[src/rtl/alu_seq.sv]
// Registered ALU with valid/ready handshakes on both sides: compare, add/sub, boolean, shift.
// Define ALU_MUL_EN to add a WIDTH-cycle shift-and-add multiplier with a BUSY state.
module alu_seq #(
   parameter int WIDTH = 32
) (
   input  logic             clk,
   input  logic             rst_n,
   input  logic             in_valid,
   output logic             in_ready,
   input  logic [WIDTH-1:0] a,
   input  logic [WIDTH-1:0] b,
   input  logic [5:0]       fn,
   output logic             out_valid,
   input  logic             out_ready,
   output logic [WIDTH-1:0] out,
   output logic             z,
   output logic             v,
   output logic             n
);
   localparam int SW = $clog2(WIDTH);

   // Handshake: a transfer happens on a rising edge where valid && ready; the
   // producer holds its payload until then, and ready never waits on valid.
   logic [WIDTH-1:0] out_q, res_d, diff, b_x, sum;
   logic             z_q, v_q, n_q, out_valid_q, v_d;
   logic             cmp_eq, cmp_lt, cmp_bit;
   logic [SW-1:0]    sh;
   logic [3:0]       tt;
   logic             accept, mul_sel;

`ifdef ALU_MUL_EN
   typedef enum logic {IDLE = 1'b0, BUSY = 1'b1} state_t;
   state_t           state_q;
   logic [SW-1:0]    cnt_q;
   logic [WIDTH-1:0] acc_q, ma_q, mb_q, acc_d;

   assign mul_sel  = (fn[5:4] == 2'b01) && fn[1];
   assign in_ready = (state_q == IDLE) && (!out_valid_q || out_ready);
   assign acc_d    = mb_q[cnt_q] ? acc_q + (ma_q << cnt_q) : acc_q;
`else
   assign mul_sel  = 1'b0;
   assign in_ready = !out_valid_q || out_ready;
`endif

   assign accept    = in_valid && in_ready;
   assign out       = out_q;
   assign z         = z_q;
   assign v         = v_q;
   assign n         = n_q;
   assign out_valid = out_valid_q;

   always_comb begin
      diff    = a - b;
      cmp_eq  = (diff == '0);
      // Signed less-than is V xor N of the subtraction.
      cmp_lt  = ((a[WIDTH-1] != b[WIDTH-1]) && (diff[WIDTH-1] != a[WIDTH-1])) ^ diff[WIDTH-1];
      b_x     = b ^ {WIDTH{fn[0]}};
      sum     = a + b_x + {{(WIDTH-1){1'b0}}, fn[0]};
      sh      = b[SW-1:0];
      tt      = fn[3:0];
      cmp_bit = 1'b0;
      res_d   = '0;
      v_d     = 1'b0;
      case (fn[5:4])
         2'b00: begin
            case (fn[2:1])
               2'b01:   cmp_bit = cmp_eq;
               2'b10:   cmp_bit = cmp_lt;
               2'b11:   cmp_bit = cmp_eq | cmp_lt;
               default: cmp_bit = 1'b0;
            endcase
            res_d = {{(WIDTH-1){1'b0}}, cmp_bit};
         end
         2'b01: begin
            res_d = sum;
            v_d   = (a[WIDTH-1] == b_x[WIDTH-1]) && (sum[WIDTH-1] != a[WIDTH-1]);
         end
         2'b10: begin
            for (int i = 0; i < WIDTH; i++) res_d[i] = tt[{b[i], a[i]}];
         end
         default: begin
            case (fn[1:0])
               2'b00:   res_d = a << sh;
               2'b01:   res_d = a >> sh;
               2'b11:   res_d = $unsigned($signed(a) >>> sh);
               default: res_d = '0;
            endcase
         end
      endcase
   end

   always_ff @(posedge clk or negedge rst_n) begin
      if (!rst_n) begin
         out_q       <= '0;
         z_q         <= 1'b0;
         v_q         <= 1'b0;
         n_q         <= 1'b0;
         out_valid_q <= 1'b0;
`ifdef ALU_MUL_EN
         state_q     <= IDLE;
         cnt_q       <= '0;
         acc_q       <= '0;
         ma_q        <= '0;
         mb_q        <= '0;
`endif
      end else begin
         if (out_valid_q && out_ready) out_valid_q <= 1'b0;
         // A new single-cycle result overrides the consume on the same edge.
         if (accept && !mul_sel) begin
            out_q       <= res_d;
            z_q         <= (res_d == '0);
            v_q         <= v_d;
            n_q         <= res_d[WIDTH-1];
            out_valid_q <= 1'b1;
         end
`ifdef ALU_MUL_EN
         case (state_q)
            IDLE: begin
               if (accept && mul_sel) begin
                  state_q <= BUSY;
                  ma_q    <= a;
                  mb_q    <= b;
                  acc_q   <= '0;
                  cnt_q   <= '0;
               end
            end
            BUSY: begin
               acc_q <= acc_d;
               cnt_q <= cnt_q + 1'b1;
               if (cnt_q == SW'(WIDTH - 1)) begin
                  state_q     <= IDLE;
                  out_q       <= acc_d;
                  z_q         <= (acc_d == '0);
                  v_q         <= 1'b0;
                  n_q         <= acc_d[WIDTH-1];
                  out_valid_q <= 1'b1;
               end
            end
         endcase
`endif
      end
   end
endmodule

[config.mk]
export PLATFORM = sky130hd
export DESIGN_NAME = alu_seq
export DESIGN_NICKNAME = d
export VERILOG_FILES = /design/src/rtl/alu_seq.sv
export SDC_FILE = /design/constraint.sdc
export NUM_CORES = 1
export LEC_CHECK = 0
export CAP_MARGIN = 20
export CORE_MARGIN = 5
export CORE_UTILIZATION = 40
export DETAILED_ROUTE_END_ITERATION = 10
export GPL_TIMING_DRIVEN = 0
export MAX_ROUTING_LAYER = met4
export PLACE_DENSITY_LB_ADDON = 0.1
export SYNTH_ARGS = -nofsm -noshare
export SYNTH_HDL_FRONTEND = slang
export SYNTH_SLANG_ARGS = --single-unit
export TNS_END_PERCENT = 10
[constraint.sdc]
create_clock -name clk -period 4.55 [get_ports clk]
set_input_delay 0.91 -clock clk [delete_from_list [all_inputs] [get_ports clk]]
set_output_delay 0.91 -clock clk [all_outputs]
set_load 0.02 [all_outputs]
### After elaboration in Yosys (flattened, before gate mapping)

Index checks and enable logic that the tools add are counted.

* logic and storage cells: 138
* flip-flop bits (word level): 36
* output and inout bits: 37
* input bits: 74

* shifts and indexed selects: 3
* $lt $le $gt $ge: 32
* $add $sub $neg: 3
* equal/unequal tests: 11
* bitwise gates (word level): 3
* reductions and logical operators: 11
* multiplexer cells: 70

Operators with widths (number)
* 32-bit one-hot mux with 3 select lines: 2
* 2-bit by 3-bit < comparator with 1-bit output, second input constant: 32
* 1-bit binary-select mux with 2-bit select: 32
* 32-bit zero test: 2
* 1-bit 2-to-1 mux: 35
* 32-bit by 1-bit adder with 32-bit output: 1
* 32-bit adder: 1
* 32-bit by 5-bit << shifter with 32-bit output: 1
* 32-bit by 5-bit right shift with 32-bit output: 1
* 32-bit by 5-bit >>> shifter with 32-bit output: 1
* 32-bit subtractor: 1
* 32-bit bitwise XOR: 1
* 2-bit equality test, second input constant: 4
* 2-bit by 1-bit equality test with 1-bit output, second input constant: 3
* 1-bit logical AND: 4
* 2-bit zero test: 2
* 1-bit != test: 3
* 1-bit one-hot mux with 3 select lines: 1
* 2-bit nonzero test: 1
* 1-bit equality test: 1
* 1-bit zero test: 1
* 1-bit logical OR: 1
* 1-bit OR: 1
* 1-bit bitwise XOR: 1

### Longest topological paths before layout

* word-level depth: 8
* mapped depth: 25
* mapped depth without buffers: 22

### Worst setup path before layout

OpenSTA, ideal clock, no wires.

* kind: input port to flip-flop
* start: input fn[0]
* end: register z_q, in the netlist z
* slack: -1236 ps
* arrival time: 5683 ps
* required time: 4446 ps
* setup time: 104 ps
* stages: 19
* path buffers: 7
* path through: clkbuf_1 -> clkbuf_1 -> clkbuf_1 -> clkbuf_1 -> clkbuf_1 -> buf_1 -> xor2_1 -> ha_1 -> clkbuf_1 -> a21o_1 -> a21oi_1 -> nor2_1 -> or4_1 -> o31ai_1 -> a21oi_1 -> nand4b_1 -> o211ai_1 -> or4_1 -> o41ai_2

* cells in the longest elaborated chain, start to end: 5
* elaborated cells on any way between the ends: 73
* classes of those cells: add/sub (2); eq/ne (2); mux (66); bitwise (1); reduce/logical (2)

RTL lines
* start, declared: RTL line 12 `input logic [5:0] fn,`
* 32-bit bitwise XOR: RTL line 57 `b_x = b ^ {WIDTH{fn[0]}};`
* 32-bit adder: RTL line 58 `sum = a + b_x + {{(WIDTH-1){1'b0}}, fn[0]};`
* 32-bit by 1-bit adder with 32-bit output: RTL line 58
* 32-bit one-hot mux with 3 select lines *: RTL line 64 `case (fn[5:4])`
* 32-bit zero test *: RTL line 111 `z_q <= (res_d == '0);`
* end signal, assigned: RTL line 111
* end, declared: RTL line 25 `logic z_q, v_q, n_q, out_valid_q, v_d;`

Every way passes the cells marked *; elsewhere a longest branch is shown, timed or not. The select of a mux whose other input is x is not followed.
A chain may end at the register's enable or synchronous reset.

### Final worst setup path

* start: input fn[1]
* end: register z_q, in the netlist z

* cells in the longest elaborated chain, start to end: 4
* elaborated cells on any way between the ends: 74
* classes of those cells: eq/ne (5); mux (67); reduce/logical (2)

RTL lines
* 2-bit equality test, or another cell as far along: RTL line 82 `case (fn[1:0])`
* 32-bit one-hot mux with 3 select lines, or another cell as far along: RTL line 82
* 32-bit one-hot mux with 3 select lines *: RTL line 64
* 32-bit zero test *: RTL line 111

Marks and branches as above.

==> metrics.cfg <==
[status]
status = finished with violations
violations = setup timing

[setup_path]
critPathKind = in2reg
crit_required_ns = 4.72
crit_path_end_kind = register
critPathArrivalTime_ns = 5.42
r2r_path_start = out_valid$_DFFE_PN0P_
worstSetupStartpointType = primary input
critical_path.max_fanout = 10
rrSetupSlack_ns = 2.16
critical_path.reg2reg.endpoint = z$_DFFE_PN0P_
worst_r2r_path_depth = 8

[place]
place.detailed.hpwl_mm = 52.9
finalWeightedCongestion = 1.15
placed_instance_count = 1935
io_buffers = 107

[timing]
timing.final.hold_violations = 0
clock_skew_ns = 0.00674
timing.final.max_slew_violations = 0
worstMarginPinSlew_ns = 1.12
maxClockFrequency_ghz = 0.191
worst_slew_margin_rel = 0.239
period_minus_slack_ns = 5.25
setup_repair_after_global_routing_missed_its_margin = yes
final_min_period_over_clock_period = 1.15
totalNegativeSetupSlack_ns = -1.36
post-route-worst-setup-slack_ns = -0.698
setup_viol = 3

[routing]
drt-vias-per-instance = 7.37
route.vias.total = 14700
postRouteWirelength_mm = 69.7
remaining_drc_errors = 0
drt_first_iter_violations = 2413
route.detailed.wl_per_inst_um = 35.0
ant_nets = 0
drt-pass1-iter-count = 7

[power]
max-vdd-ir-drop_mv = 0.138
power_density_mw_per_mm2 = 214
post-layout-total-power_mw = 3.14
p_leak_nw = 5.68

[grt]
grt_antenna_before_repair = 5
vias_in_the_first_global_route = 13400
grtUsageTotal = 0.413
global_route.overflow_total = 0
wire_length_of_the_first_global_routing_pass_mm = 96.9
grt_start_max_net_pins = 36

[worst_hold_path]
path_category_of_the_worst_min_delay_check = reg2reg
worstHoldStart = out[23]$_DFFE_PN0P_
hold-path-endpoint = out[23]$_DFFE_PN0P_
hold_path_depth = 2

[final_layout]
layoutNonFillerInstCount = 1989
flow.area_growth_from_synthesis_pct = 25.6
fin_nets = 1737
drive_gt1_frac = 0.265
final_core_utilization = 0.510

[synth]
number_of_flops_mapped_to_enable_cells_by_yosys = 0
synthCells = 1443
syn_nets = 1582
synth.distinct_cells = 90
synth_async_sr_flop_share = 1.00
synth.yosys.warnings = 0
avgSynthCellArea_um2 = 8.07
ys_ff_latch = 35
synth.top_cell.area_share = 0.193
synth_area_mm2 = 0.0116
synthDominantAreaCellType = mux4_2
synth.yosys.seq_area_share = 0.0752
synthTopCellsByArea = mux4_2 (19%), dfrtp_1 (7.5%), ha_1 (6.7%), a21oi_1 (4.4%), mux2_2 (4.3%)
ys_dominant_reg_cell = dfrtp_1

[floorplanning]
core-area_mm2 = 0.0287
starting_utilization_of_the_core_area = 0.406
boundaryPins = 111
placement_rows = 62
die_area_mm2 = 0.0326
dieWidth_um = 181
die_height_um = 181

[clock_tree]
numCtsBuffers = 5
cts-root-to-sink-buffers = 2
clock_tree.root_cell = clkbuf_16
htreeDepth = 2
clkLatencyLatePin_ns = 0.28
clk_transition_reported_paths_ns = 0.06
clock_sink_count = 35
cts_tree = built

[job]
max-cap-violations = 0

==> area by class of cell <==
class | count | area, µm²
clock buffers | 5 | 125
inverters | 63 | 305
repair buffers | 168 | 1510
fillers | 2729 | 14100
flip-flops and latches | 35 | 876
plain buffers | 121 | 812
well taps | 384 | 480
clock inverters | 3 | 43.8
multi-input cells | 1204 | 10500
diodes | 6 | 15.0
==> per-stage QoR <==
step / setup slack, ns / hold slack (ns) / area (µm²)
5_1_grt: -0.889 / 0.507 / 14600
3_5_place_dp: -2.31 / 0.473 / 13400
2_1_floorplan: -0.0363 / 0.588 / 11900
6_report: -0.698 / 0.481 / 14600
4_1_cts: -0.593 / 0.485 / 14200
3_3_place_gp: -2.33 / 0.469 / 13400
==> cell usage after synthesis, types with 24 or more instances <==
library cell  number
o211ai_1          27
nand4_1           30
clkbuf_1          98
nor2_1           113
a211oi_1          26
inv_1             60
a21oi_1          102
dfrtp_1           35
o21ai_0           87
xor2_1            44
nand3_1           27
mux4_2           100
mux2_2            44
ha_1              62
mux2i_1           48
nor3_1            24
nand2_1          118
==> flip-flops by register name, summed over array words and instances (netlist names) <==
| name | flops |
|---|---|
| out_valid | 1 |
| z | 1 |
| out | 32 |
| v | 1 |
==> cells in the final DEF (no fill, tap or decap), drive strengths merged, types with 14 or more instances in the layout <==
| cell | instances |
|---|---|
| o21ai | 96 |
| mux4 | 102 |
| xor2 | 44 |
| nor4 | 14 |
| buf | 132 |
| clkbuf | 103 |
| nand2b | 22 |
| mux2i | 48 |
| a211oi | 26 |
| mux2 | 48 |
| nand4 | 30 |
| a21o | 22 |
| dfrtp | 35 |
| and2 | 15 |
| a21oi | 102 |
| a22oi | 14 |
| a31oi | 19 |
| inv | 62 |
| o211ai | 27 |
| ha | 62 |
| nand3 | 27 |
| clkdlybuf4s50 | 52 |
| nand2 | 118 |
| nor3 | 24 |
| nor2 | 113 |
==> cell families after synthesis <==
logic type,share of synthesized area
xor gates and xnor gates,0.0421
adders and majority gates,0.0718
buffers and inverters,0.0794
and+or+nand+nor,0.184
DFF,0.0752
AOI/OAI and AO/OA,0.261
muxes,0.287
==> what timing repair did <==
action,4_1_cts,5_1_grt
hold buffers,0,0
buffers inserted,30,30
setup endpoints to repair,32,8
resized for setup,299,164
pin swaps,33,43
==> worst max path at each step <==
stage,from,to,slack (ns),depth (start not counted)
after floorplan,b[2],out[0]$_DFFE_PN0P_,-0.04,25
after global placement,b[4],out[0]$_DFFE_PN0P_,-2.33,25
after detailed placement,b[4],out[0]$_DFFE_PN0P_,-2.31,25
after CTS,b[4],out[0]$_DFFE_PN0P_,-0.59,26
after global routing,a[4],out[0]$_DFFE_PN0P_,-0.89,23
final,fn[1],z$_DFFE_PN0P_,-0.70,13
==> worst max-delay path: stages <==
cell and delay [ns]:
clkdlybuf4s50_1 0.76, buf_2 0.39, clkbuf_1 0.65, nor2_1 0.14
a221oi_1 0.37, a31oi_1 0.07, o211ai_1 0.33, a31oi_1 0.37
a2111oi_1 0.43, nand4_1 0.16, nor4_2 0.35, nand4_1 0.19
o41ai_2 0.29
==> routing by layer <==
metal  global-route usage  part of all wire  vias to the layer above
met1                0.546              0.38                     7044
met5                    -                 0                        -
met4                0.177             0.064                        0
li1                     -                 -                     5917
met3                0.156              0.16                      325
met2                0.562              0.39                     1382
==> report_power, final <==
part           total (mW)  internal, mW  switching, mW
clock network       0.383         0.258          0.125
logic                2.35         0.941           1.40
registers           0.407         0.373         0.0341
No activity file was read; power rests on OpenSTA's default activity.
